$ cat config.mk
export PLATFORM = sky130hd
export DESIGN_NAME = fetch_ctrl
export DESIGN_NICKNAME = d
export VERILOG_FILES = /design/src/rtl/fetch_ctrl_pkg.sv /design/src/rtl/fetch_ctrl_sync_fifo.sv /design/src/rtl/fetch_ctrl.sv
export SDC_FILE = /design/constraint.sdc
export NUM_CORES = 1
export LEC_CHECK = 0
export CAP_MARGIN = 20
export CORE_ASPECT_RATIO = 0.75
export CORE_MARGIN = 2
export CORE_UTILIZATION = 35
export CTS_BUF_LIST = sky130_fd_sc_hd__clkbuf_4 sky130_fd_sc_hd__clkbuf_8
export DETAILED_ROUTE_END_ITERATION = 8
export DONT_BUFFER_PORTS = 1
export HOLD_SLACK_MARGIN = 0.08
export PLACE_DENSITY = 0.6
export SLEW_MARGIN = 10
export SYNTH_ARGS = -nofsm -noshare
export SYNTH_HDL_FRONTEND = slang
export SYNTH_SLANG_ARGS = --single-unit
$ cat constraint.sdc
create_clock -name f_clk -period 8.3 [get_ports f_clk]
set_input_delay 0.83 -clock f_clk [delete_from_list [all_inputs] [get_ports f_clk]]
set_output_delay 0.83 -clock f_clk [all_outputs]
set_load 0.02 [all_outputs]
$ cat src/rtl/fetch_ctrl_pkg.sv
// Shared types and constants for the transmit-fetch sequencer and its FIFO.
package fetch_ctrl_pkg;

  typedef enum logic [1:0] {
    ST_IDLE  = 2'd0,
    ST_FETCH = 2'd1,
    ST_DRAIN = 2'd2
  } state_e;

  // One entry of slack absorbs the single ack that may trail a falling syn.
  function automatic int unsigned headroom(input int unsigned fdepth);
    return fdepth - 2;
  endfunction

endpackage

$ cat src/rtl/fetch_ctrl_sync_fifo.sv
// Single-clock FIFO with wrapping pointers; exports its next occupancy so the
// controller can register decodes that depend on it.
module fetch_ctrl_sync_fifo #(
  parameter int unsigned IWIDTH = 32,
  parameter int unsigned FDEPTH = 4,
  localparam int unsigned AW    = $clog2(FDEPTH),
  localparam int unsigned OW    = AW + 1
) (
  input  logic              clk_i,
  input  logic              rst_ni,
  input  logic              push_i,
  input  logic [IWIDTH-1:0] wdata_i,
  input  logic              pop_i,
  output logic [IWIDTH-1:0] rdata_o,
  output logic              valid_o,
  output logic              push_ok_c,
  output logic [OW-1:0]     occ_nxt_c
);

  logic [IWIDTH-1:0] mem_q [FDEPTH];
  logic [AW-1:0]     wptr_q;
  logic [AW-1:0]     rptr_q;
  logic [OW-1:0]     occ_q;
  logic              do_pop;

  // A push at full only lands when a pop frees the head slot in the same cycle.
  always_comb begin
    do_pop    = pop_i && (occ_q != '0);
    push_ok_c = push_i && ((occ_q != OW'(FDEPTH)) || do_pop);
    occ_nxt_c = occ_q + OW'(push_ok_c) - OW'(do_pop);
  end

  always_ff @(posedge clk_i or negedge rst_ni) begin
    if (!rst_ni) begin
      wptr_q <= '0;
      rptr_q <= '0;
      occ_q  <= '0;
      for (int i = 0; i < int'(FDEPTH); i++) begin
        mem_q[i] <= '0;
      end
    end else begin
      if (push_ok_c) begin
        mem_q[wptr_q] <= wdata_i;
        wptr_q        <= wptr_q + AW'(1);
      end
      if (do_pop) begin
        rptr_q <= rptr_q + AW'(1);
      end
      occ_q <= occ_nxt_c;
    end
  end

  assign rdata_o = mem_q[rptr_q];
  assign valid_o = (occ_q != '0);

endmodule

$ cat src/rtl/fetch_ctrl.sv
// Sequences a program load from the transmit source into a small FIFO and
// hands words to the core, tracking length and reporting done/error.
module fetch_ctrl
  import fetch_ctrl_pkg::*;
#(
  parameter int unsigned IWIDTH = 32,
  parameter int unsigned DEPTH  = 7,
  parameter int unsigned FDEPTH = 4,
  parameter int unsigned CW     = $clog2(DEPTH + 1)
) (
  input  logic              f_clk,
  input  logic              f_rst,
  input  logic              f_i_start,
  output logic              f_o_syn,
  input  logic [IWIDTH-1:0] f_i_instr,
  input  logic              f_i_ack,
  input  logic              f_i_last,
  output logic [IWIDTH-1:0] f_o_instr,
  output logic              f_o_valid,
  input  logic              f_i_ready,
  output logic              f_o_busy,
  output logic              f_o_done,
  output logic [CW-1:0]     f_o_count,
  output logic              f_o_err
);

  localparam int unsigned OW       = $clog2(FDEPTH) + 1;
  localparam int unsigned HEADROOM = headroom(FDEPTH);

  state_e          state_q, state_d;
  logic [CW-1:0]   count_q, count_d;
  logic            err_q, err_d;
  logic            done_q, done_d;
  logic            syn_q, syn_d;
  logic            busy_q, busy_d;
  logic            fifo_push;
  logic            fifo_pop;
  logic            fifo_valid;
  logic            push_ok;
  logic [OW-1:0]   occ_nxt;

  assign fifo_push = (state_q == ST_FETCH) && f_i_ack;
  assign fifo_pop  = fifo_valid && f_i_ready;

  fetch_ctrl_sync_fifo #(
    .IWIDTH (IWIDTH),
    .FDEPTH (FDEPTH)
  ) u_fifo (
    .clk_i     (f_clk),
    .rst_ni    (f_rst),
    .push_i    (fifo_push),
    .wdata_i   (f_i_instr),
    .pop_i     (fifo_pop),
    .rdata_o   (f_o_instr),
    .valid_o   (fifo_valid),
    .push_ok_c (push_ok),
    .occ_nxt_c (occ_nxt)
  );

  // Next-state, counter and error logic.
  always_comb begin
    state_d = state_q;
    count_d = count_q;
    err_d   = err_q;
    done_d  = 1'b0;

    unique case (state_q)
      ST_IDLE: begin
        if (f_i_start) begin
          state_d = ST_FETCH;
          count_d = '0;
          err_d   = 1'b0;
        end
      end

      ST_FETCH: begin
        if (f_i_ack) begin
          if (push_ok) begin
            if (count_q != CW'(DEPTH)) begin
              count_d = count_q + CW'(1);
            end
          end else begin
            err_d = 1'b1;
          end
          // Last flag ends the load even if the word itself was dropped.
          if (f_i_last) begin
            state_d = ST_DRAIN;
            if (count_d != CW'(DEPTH)) begin
              err_d = 1'b1;
            end
          end else if (push_ok && (count_d == CW'(DEPTH))) begin
            state_d = ST_DRAIN;
            err_d   = 1'b1;
          end
        end
      end

      ST_DRAIN: begin
        if (f_i_ack) begin
          err_d = 1'b1;
        end
        if (occ_nxt == '0) begin
          state_d = ST_IDLE;
          done_d  = 1'b1;
        end
      end

      default: begin
        state_d = ST_IDLE;
      end
    endcase

    syn_d  = (state_d == ST_FETCH) && (occ_nxt <= OW'(HEADROOM));
    busy_d = (state_d != ST_IDLE);
  end

  always_ff @(posedge f_clk or negedge f_rst) begin
    if (!f_rst) begin
      state_q <= ST_IDLE;
      count_q <= '0;
      err_q   <= 1'b0;
      done_q  <= 1'b0;
      syn_q   <= 1'b0;
      busy_q  <= 1'b0;
    end else begin
      state_q <= state_d;
      count_q <= count_d;
      err_q   <= err_d;
      done_q  <= done_d;
      syn_q   <= syn_d;
      busy_q  <= busy_d;
    end
  end

  assign f_o_syn   = syn_q;
  assign f_o_valid = fifo_valid;
  assign f_o_busy  = busy_q;
  assign f_o_done  = done_q;
  assign f_o_count = count_q;
  assign f_o_err   = err_q;

endmodule

Yosys cells after proc, flatten, opt, wreduce, memory -nomap -nowiden
Index checks and enable logic that the tools add are counted.
{"block": "totals", "register_bits": 144, "input_bits": 38, "out_inout_bits": 40, "word_cells": 79}
{"block": "op_classes", "addsub": 5, "magnitude_cmp": 4, "eq_ne": 10, "mux": 29, "n_bitwise": 2, "reduce_logical": 16}
{"op": "$bwmux 128", "count": 1}
{"op": "$mux 32", "count": 3}
{"op": "$bmux 32 s2", "count": 1}
{"op": "$demux 32 s2", "count": 1}
{"op": "$mux 3", "count": 6}
{"op": "$mux 2", "count": 5}
{"op": "$mux 1", "count": 9}
{"op": "$ne 3x3->1 const B", "count": 3}
{"op": "$logic_and 1x1->1", "count": 7}
{"op": "$ge 3x3->1 const B", "count": 2}
{"op": "$ne 2x2->1 const B", "count": 3}
{"op": "$not 2->3", "count": 2}
{"op": "$pmux 2 s3", "count": 1}
{"op": "$pmux 3 s2", "count": 1}
{"op": "$reduce_bool 3->1", "count": 2}
{"op": "$add 2x1->2 const B", "count": 2}
{"op": "$eq 2x1->1 const B", "count": 2}
{"op": "$reduce_and 4->1", "count": 1}
{"op": "$reduce_bool 2->1", "count": 2}
{"op": "$add 3x1->3", "count": 1}
{"op": "$add 3x1->3 const B", "count": 1}
{"op": "$eq 3x3->1 const B", "count": 1}
{"op": "$le 3x2->1 const B", "count": 1}
{"op": "$logic_not 3->1", "count": 1}
{"op": "other kinds (7)", "count": 7}

Logic depth before layout (Yosys ltp)
Gate-level depths: netlist of run 1.
{"block": "logic_depth", "word_depth": 16, "depth_mapped": 13, "mapped_depth_nobuf": 12}

Modules after synthesis
Synthesis of run 1 repeated with hierarchy kept, for this count alone.
{"block": "hier_totals", "hier_cells": 420, "area_unflattened_um2": 6615.1}
{"module": "fetch_ctrl_sync_fifo", "instances": 1, "cells_per_inst": 347, "area_each_um2": 5968.2, "seq_area_each_um2": 3378.2}
{"module": "fetch_ctrl", "instances": 1, "cells_per_inst": 73, "area_each_um2": 646.9, "seq_area_each_um2": 225.2}

Least setup slack after synthesis of run 1
Ideal clock, no wire load.
{"block": "synth_path", "kind": "reg2reg", "startpoint": "register u_fifo.occ_q[1]", "endpoint": "register syn_q, in the netlist f_o_syn", "setup_time_ns": 0.120, "arrival_time_ns": 2.917, "required_ns": 8.180, "path_slack_ns": 5.264, "stages_incl_launch_ff": 13, "path_buffers": 0, "synth_period_minus_slack_ns": 3.036, "cell_sequence": "dfrtp_1 > or3_2 > and2_1 > ha_1 > inv_1 > ha_1 > fa_1 > xnor3_2 > o31ai_4 > nand2b_1 > o21ai_2 > inv_2 > and3_1"}
{"block": "synth_via", "word_cells_on_any_way": 22, "classes_between": "add/sub: 2; order compare: 1; eq/ne: 3; mux: 8; reduce/logical: 8"}
{"element": "from (decl)", "line": "fetch_ctrl_sync_fifo.sv:23", "rtl": "logic [OW-1:0] occ_q;"}
{"element": "from (signal assigned)", "line": "fetch_ctrl_sync_fifo.sv:49", "rtl": "occ_q <= occ_nxt_c;"}
{"element": "$reduce_bool 3->1 *", "line": "fetch_ctrl_sync_fifo.sv:54", "rtl": "assign valid_o = (occ_q != '0);"}
{"element": "net f_o_valid", "line": "fetch_ctrl.sv:19", "rtl": "output logic f_o_valid,"}
{"element": "$logic_and 1x1->1", "line": "fetch_ctrl.sv:43", "rtl": "assign fifo_pop = fifo_valid && f_i_ready;"}
{"element": "$logic_and 1x1->1 *", "line": "fetch_ctrl_sync_fifo.sv:28", "rtl": "do_pop = pop_i && (occ_q != '0);"}
{"element": "net u_fifo.do_pop", "line": "fetch_ctrl_sync_fifo.sv:24", "rtl": "logic do_pop;"}
{"element": "$logic_or 1x1->1", "line": "fetch_ctrl_sync_fifo.sv:29", "rtl": "push_ok_c = push_i && ((occ_q != OW'(FDEPTH)) || do_pop);"}
{"element": "$logic_and 1x1->1", "line": "fetch_ctrl_sync_fifo.sv:29"}
{"element": "$add 3x1->3", "line": "fetch_ctrl_sync_fifo.sv:30", "rtl": "occ_nxt_c = occ_q + OW'(push_ok_c) - OW'(do_pop);"}
{"element": "$sub 3x1->3 *", "line": "fetch_ctrl_sync_fifo.sv:30"}
{"element": "net occ_nxt[2]", "line": "fetch_ctrl.sv:40", "rtl": "logic [OW-1:0] occ_nxt;"}
{"element": "$logic_not 3->1 *", "line": "fetch_ctrl.sv:102", "rtl": "if (occ_nxt == '0) begin"}
{"element": "$mux 2 *", "line": "fetch_ctrl.sv:102"}
{"element": "$pmux 2 s3 *", "line": "fetch_ctrl.sv:67", "rtl": "unique case (state_q)"}
{"element": "net state_d[0]", "line": "fetch_ctrl.sv:30", "rtl": "state_e state_q, state_d;"}
{"element": "$eq 2x1->1 *", "line": "fetch_ctrl.sv:113", "rtl": "syn_d = (state_d == ST_FETCH) && (occ_nxt <= OW'(HEADROOM));"}
{"element": "$logic_and 1x1->1 *", "line": "fetch_ctrl.sv:113"}
{"element": "net syn_d", "line": "fetch_ctrl.sv:34", "rtl": "logic syn_q, syn_d;"}
{"element": "to (signal assigned)", "line": "fetch_ctrl.sv:130", "rtl": "syn_q <= syn_d;"}
{"element": "to (decl)", "line": "fetch_ctrl.sv:34"}
The timed path passes the listed nets; every way through them passes the cells marked *. The select of a mux whose other input is x is not followed.
A chain may end at the register's enable or synchronous reset.

Worst setup path in the final report of run 1
{"block": "layout_path", "startpoint": "register u_fifo.rptr_q[0]", "endpoint": "output port f_o_instr[21]"}
{"block": "layout_via", "elab_chain_len": 4}
{"element": "from (decl)", "line": "fetch_ctrl_sync_fifo.sv:22", "rtl": "logic [AW-1:0] rptr_q;"}
{"element": "from (signal assigned)", "line": "fetch_ctrl_sync_fifo.sv:47", "rtl": "rptr_q <= rptr_q + AW'(1);"}
{"element": "$not 2->3 (not written as such)", "line": "fetch_ctrl_sync_fifo.sv:53", "rtl": "assign rdata_o = mem_q[rptr_q];"}
{"element": "$bmux 32 s2", "line": "fetch_ctrl_sync_fifo.sv:53"}
{"element": "$mux 32 (not written as such) (2 in series)", "line": "fetch_ctrl_sync_fifo.sv:53"}
{"element": "to (decl)", "line": "fetch_ctrl.sv:18", "rtl": "output logic [IWIDTH-1:0] f_o_instr,"}
Every way passes these cells. The select of a mux whose other input is x is not followed.

==> results.cfg, run 1 <==
[run_status]
status = completed

[sta]
drv_slew = 0
finalCritPeriodShare_pct = 38.3
holdWs_ns = 0.352
slew_headroom_pct = 30.8
fin_skew_ns = 0.0162
fmax_mhz = 314
setup-tns-final_ns = 0
finalHoldViolCount = 0
grt_setup_unrepaired = false
period_minus_slack_ns = 3.18
worstMarginPinSlew_ns = 1.03
setup_viol = 0

[grt]
overflow = 0
grt.total_usage_pct = 14.3
grt_first_pass_wirelength_mm = 21.1
antenna_found_initial = 0
grt_max_degree = 145
grt_pass1_vias = 3863

[clock_tree]
cts_sinks = 144
post_cts_buffers = 0
cts_max_level = 4
cts_buffers = 17
cts.clk_slew.worst_paths_ns = 0.08
cts_tree = yes
hold_buffers = 1
clkLatencyLatePin_ns = 0.45
cts_buffer_depth = 2
ctsResizeCount = 0
cts-root-buf = clkbuf_8

[layout]
instances_no_fill = 669
area_growth_pct = 10.5
final_common_cell = dfrtp_1
antenna_cells = 0
layout_common_cells = 142 x dfrtp_1, 129 x mux2_2, 32 x mux4_2
layout.nets = 459
drive_gt1_share_pct = 49.8
utilization_pct = 39.2

[drt]
drt_iter0_drc = 195
postRouteAntennaNets = 0
via_count = 3470
routed_wirelength_mm = 13.3
vias_per_cell = 5.19
drcViolationCount = 0
routedWlPerCell_um = 19.9
drt_pass1_iterations = 4

[yosys]
ys_ff_latch = 144
synth_compound_area_share_pct = 1.98
ys_async_sr_fraction_pct = 100
syn-num-nets = 459
ys_types = 39
synthSimpleGateAreaFrac_pct = 3.45
netlist_top_cells_area = dfrtp_1 55%, mux2_2 22%, mux4_2 11%
synth_edf_count = 0
synth_top_area_share_pct = 55.4
synth_area_um2 = 6500
synth_mux_area_share_pct = 33.6
synth-xor-area-share_pct = 0.905
synth-main-ff-cell = dfrtp_1
yosys_warnings = 0
ys_seq_area_share_pct = 55.4
yosysTopAreaCell = dfrtp_1
synth_top_family_by_area = multiplexers
syn_avg_cell_area_um2 = 15.9
synthAdderAreaFrac_pct = 2.43
syn_inst = 409

[pwr]
switching_share_pct = 35.9
power.density_nw_per_um2 = 430
p_int_w = 0.00198
clkPwrFrac_pct = 19.4
combPwrFrac_pct = 38.9
seq_power_share_pct = 41.7
netSwitchingPower_w = 0.00111
ir_worst_vdd_mv = 0.180
power.leakage_nw = 3.09

[die]
row_count = 43
core_um2 = 18300
die_w_um = 161
dieArea_um2 = 19700
fp.dieH_um = 122
start_util_pct = 35.4
io_pins = 78

[placed_design]
placed_cells_incl_taps = 636
dpl.hpwl_mm = 8.07
finalWeightedCongestion = 0.809
portBuffers = 0

[worst_setup_path]
slowest_delay_ns = 0.69
crit_buf_inv = 1
slowest_stage = dfrtp_2
crit_path_max_fanout = 21
path_delay_family = flip-flops
worstPathRequired_ns = 7.47
end_kind = output pin
crit_arrival_ns = 2.35
reg2reg_slack_ns = 5.12
start_kind = flip-flop
crit_path_cell_trace = buf_4 > mux4_2
crit_type = flip-flop to output pin

[min_path]
hold_class = input port to async pin

[run]
drv_cap = 0
==> registers in the layout, summed over array words and instances, names as in the netlist, 2 cells and up <==
name           flops
f_o_count          3
state_q            2
u_fifo.mem_q     128
u_fifo.occ_q       3
u_fifo.rptr_q      2
u_fifo.wptr_q      2
==> logic make-up after synthesis <==
logic type | Yosys count
AO/OA/AOI/OAI | 16
XOR/XNOR | 5
adder cells (fa/ha/maj) | 12
buffers and inverters | 33
flip-flops | 144
multiplexers | 162
AND/OR/NAND/NOR | 37
==> power groups by stage <==
stage | Combinational, W | Sequential (W) | Clock, W
2_1_floorplan | 0.00109 | 0.00118 | 0
3_3_place_gp | 0.00117 | 0.00127 | 0
3_5_place_dp | 0.00121 | 0.00131 | 0
4_1_cts | 0.00123 | 0.00129 | 0.000619
5_1_grt | 0.00130 | 0.00134 | 0.000648
6_report | 0.00120 | 0.00129 | 0.000599
==> per-stage QoR <==
| step | total power, W | setup WS [ns] | area [µm²] |
|---|---|---|---|
| finish | 0.00309 | 5.12 | 7190 |
| floorplan | 0.00227 | 5.26 | 6500 |
| global placement | 0.00244 | 5.16 | 6730 |
| global route | 0.00328 | 4.95 | 7190 |
| CTS | 0.00314 | 5.02 | 7190 |
| detailed placement | 0.00251 | 5.11 | 6730 |
==> synthesized netlist by cell type, types with 3 or more instances <==
library cell    n
dfrtp_1       144
mux2_2        129
mux4_2         32
buf_2          16
ha_1           11
inv_1          11
nand2_1        11
clkbuf_1        5
nand2b_1        5
nand3_1         5
a21oi_1         3
o21ai_0         3
xnor2_1         3
==> worst register-to-register path, stage by stage (launching register included) <==
cell and delay [ns]:
dfrtp_1 0.43, or3_2 0.58, and2_1 0.23, ha_1 0.28
inv_1 0.04, ha_1 0.18, fa_1 0.37, xnor3_2 0.29
o31ai_4 0.22, nand2b_1 0.10, o21ai_2 0.17, inv_2 0.05
and3_1 0.15
==> metal layers <==
metal | global-route usage [%] | wire (µm) | up-vias
li1 | - | - | 1519
met1 | 17.2 | 5870 | 1858
met2 | 23.5 | 6320 | 73
met3 | 5.52 | 905 | 20
met4 | 5.36 | 210 | 0
met5 | 0 | 0 | -
==> path summary, 6_finish.rpt <==
path,endpoint,cells after the start,from
min in group f_clk,f_o_count[2],1,f_i_start
worst min-delay path,u_fifo.mem_q[51],1,f_rst
worst max-delay path,f_o_instr[21],2,u_fifo.rptr_q[0]
max in group asynchronous,u_fifo.rptr_q[0],1,f_rst
worst min register to register,u_fifo.mem_q[40],1,u_fifo.mem_q[40]
worst max register to register,f_o_syn,12,u_fifo.occ_q[1]
==> cell type report <==
| type | instances | area, µm² |
|---|---|---|
| clock inverter | 11 | 151 |
| tap | 247 | 309 |
| timing repair buffer | 2 | 35.0 |
| fill | 1683 | 11200 |
| inverter | 12 | 45.0 |
| clock buffer | 21 | 277 |
| sequential | 144 | 3610 |
| multi-input combinational | 232 | 2760 |
Power figures use the tool's default switching activity.
==> run 2: changes to the inputs <==
--- a/config.mk
+++ b/config.mk
@@ -13,7 +13,7 @@
 export DETAILED_ROUTE_END_ITERATION = 8
 export DONT_BUFFER_PORTS = 1
 export HOLD_SLACK_MARGIN = 0.08
-export PLACE_DENSITY = 0.6
+export PLACE_DENSITY = 0.62
 export SLEW_MARGIN = 10
 export SYNTH_ARGS = -nofsm -noshare
 export SYNTH_HDL_FRONTEND = slang
==> constraint.sdc (replaced) <==
create_clock -name f_clk -period 2.9 [get_ports f_clk]
set_input_delay 0.29 -clock f_clk [delete_from_list [all_inputs] [get_ports f_clk]]
set_output_delay 0.29 -clock f_clk [all_outputs]
set_load 0.02 [all_outputs]
==> results.cfg, run 2 (synthesized netlist as in run 1, its figures left out) <==
[worst_setup_path]
slowest_stage = or3_4
end_kind = flip-flop
crit_path_cell_trace = or3_4 > and2_4 > ha_4 > inv_1 > ha_2 > fa_2 > xnor3_2 > o31ai_4 > nand2b_1 > o21ai_2 > inv_2 > and3_1
path_delay_family = simple AND/OR/NAND/NOR gates
crit_path_max_fanout = 2
crit_arrival_ns = 3.12
worstPathRequired_ns = 3.23
crit_buf_inv = 2
slowest_delay_ns = 0.39
crit_type = flip-flop to flip-flop
start_kind = flip-flop

[layout]
utilization_pct = 41.9
final_common_cell = dfrtp_1
area_growth_pct = 18.2
layout_common_cells = 142 x dfrtp_1, 129 x mux2_2, 35 x dlygate4sd3_1
regMostFlops = u_fifo.mem_q
layout.nets = 512
drive_gt1_share_pct = 48.8
largest_reg_flops = 128
instances_no_fill = 722
antenna_cells = 0

[drt]
via_count = 3608
drcViolationCount = 0
drt_pass1_iterations = 4
vias_per_cell = 5.00
routed_wirelength_mm = 13.6
drt_iter0_drc = 138
postRouteAntennaNets = 0
routedWlPerCell_um = 18.8

[clock_tree]
cts_tree = yes
cts.clk_slew.worst_paths_ns = 0.09
cts_buffer_depth = 2
hold_buffers = 35
cts_max_level = 4
cts-root-buf = clkbuf_8
clkLatencyLatePin_ns = 0.44
cts_buffers = 17
cts_sinks = 144

[sta]
fmax_mhz = 359
setup_viol = 0
drv_slew = 0
holdWs_ns = -0.459
period_minus_slack_ns = 2.79
finalCritPeriodShare_pct = 96.1
finalHoldViolCount = 144
fin_skew_ns = 0.0149
worstMarginPinSlew_ns = 0.557
slew_headroom_pct = 62.9

[pwr]
finalPower_w = 0.00899
power.leakage_nw = 3.31
power.density_nw_per_um2 = 1170
ir_worst_vdd_mv = 0.400

[run_status]
failed_checks = hold timing
status = finished with violations

[die]
row_count = 43
die_w_um = 161
core_um2 = 18300
dieArea_um2 = 19700
start_util_pct = 35.4
fp.dieH_um = 122
io_pins = 78

[placed_design]
dpl.hpwl_mm = 8.59
portBuffers = 0
finalWeightedCongestion = 0.790
placed_cells_incl_taps = 653

[run]
drv_cap = 0

[grt]
overflow = 0
grt_first_pass_wirelength_mm = 22.1
antenna_found_initial = 0
grt_pass1_vias = 3979
grt.total_usage_pct = 14.8
grt_max_degree = 145

[min_path]
hold_class = input port to async pin
run 2: changes by cell type in the layout (fill, tap and decap cells not counted), sizes merged:
| cell | before | now |
|---|---|---|
| clkinvlp | 1 | 3 |
| clkinv | 4 | 5 |
| clkbuf | 21 | 20 |
| inv | 15 | 14 |
| dlygate4sd3 | 0 | 35 |
| buf | 2 | 20 |
| bufinv | 3 | 2 |
run 2: repair_timing:
item                                    CTS  global route
endpoints found under the setup margin    0             1
gates resized for setup                   0             4
hold endpoints to repair                275           144
buffers inserted                          0             2
run 2: per-layer routing:
| metal | vias up | wire length [µm] | GRT usage, % |
|---|---|---|---|
| li1 | 1620 | - | - |
| met1 | 1905 | 6190 | 18.5 |
| met2 | 71 | 6560 | 24.5 |
| met3 | 12 | 710 | 5.48 |
| met4 | 0 | 121 | 4.13 |
| met5 | - | 0 | 0 |
run 2: final timing paths:
| kind | start | endpoint | slack (ns) | cells past startpoint |
|---|---|---|---|---|
| worst max-delay path | u_fifo.occ_q[2] | f_o_syn | 0.11 | 12 |
| worst min-delay path | f_rst | u_fifo.mem_q[114] | -0.46 | 0 |
| worst max register to register | u_fifo.occ_q[2] | f_o_syn | 0.11 | 12 |
| worst min register to register | u_fifo.mem_q[27] | u_fifo.mem_q[27] | 0.50 | 1 |
| max in group asynchronous | f_rst | u_fifo.mem_q[38] | 3.20 | 0 |
| min in group f_clk | f_i_last | f_o_err | 0.16 | 3 |
run 2: report_power, final:
| part | internal [W] | switching (W) | total [W] |
|---|---|---|---|
| clock network | 0.000823 | 0.000779 | 0.00160 |
| logic | 0.00198 | 0.00183 | 0.00381 |
| registers | 0.00299 | 0.000591 | 0.00358 |
| total | 0.00579 | 0.00320 | 0.00899 |
run 2: layout make-up:
| cell class | instances | area [µm²] |
|---|---|---|
| fill | 1682 | 10700 |
| sequential | 144 | 3610 |
| multi-input combinational | 232 | 2790 |
| timing repair buffer | 55 | 538 |
| tap | 247 | 309 |
| clock buffer | 20 | 269 |
| clock inverter | 12 | 133 |
| inverter | 12 | 45.0 |
run 2: worst reg2reg max path, stage by stage, from the launching register on:
cell,delay [ns]
dfrtp_1,0.38
or3_4,0.39
and2_4,0.16
ha_4,0.25
inv_1,0.04
ha_2,0.17
fa_2,0.35
xnor3_2,0.27
o31ai_4,0.27
nand2b_1,0.10
o21ai_2,0.15
inv_2,0.05
and3_1,0.13
run 2: through the flow:
step	area, µm²	hold WS [ns]	worst slack, ns	setup TNS [ns]
2_1_floorplan	6500	-0.00559	0.00470	0
6_report	7690	-0.459	0.112	0
4_1_cts	7650	-0.500	0.0404	0
3_3_place_gp	6900	-0.00183	0.0831	0
5_1_grt	7690	-0.516	-0.0111	-0.0112
3_5_place_dp	6900	-0.00175	0.0567	0
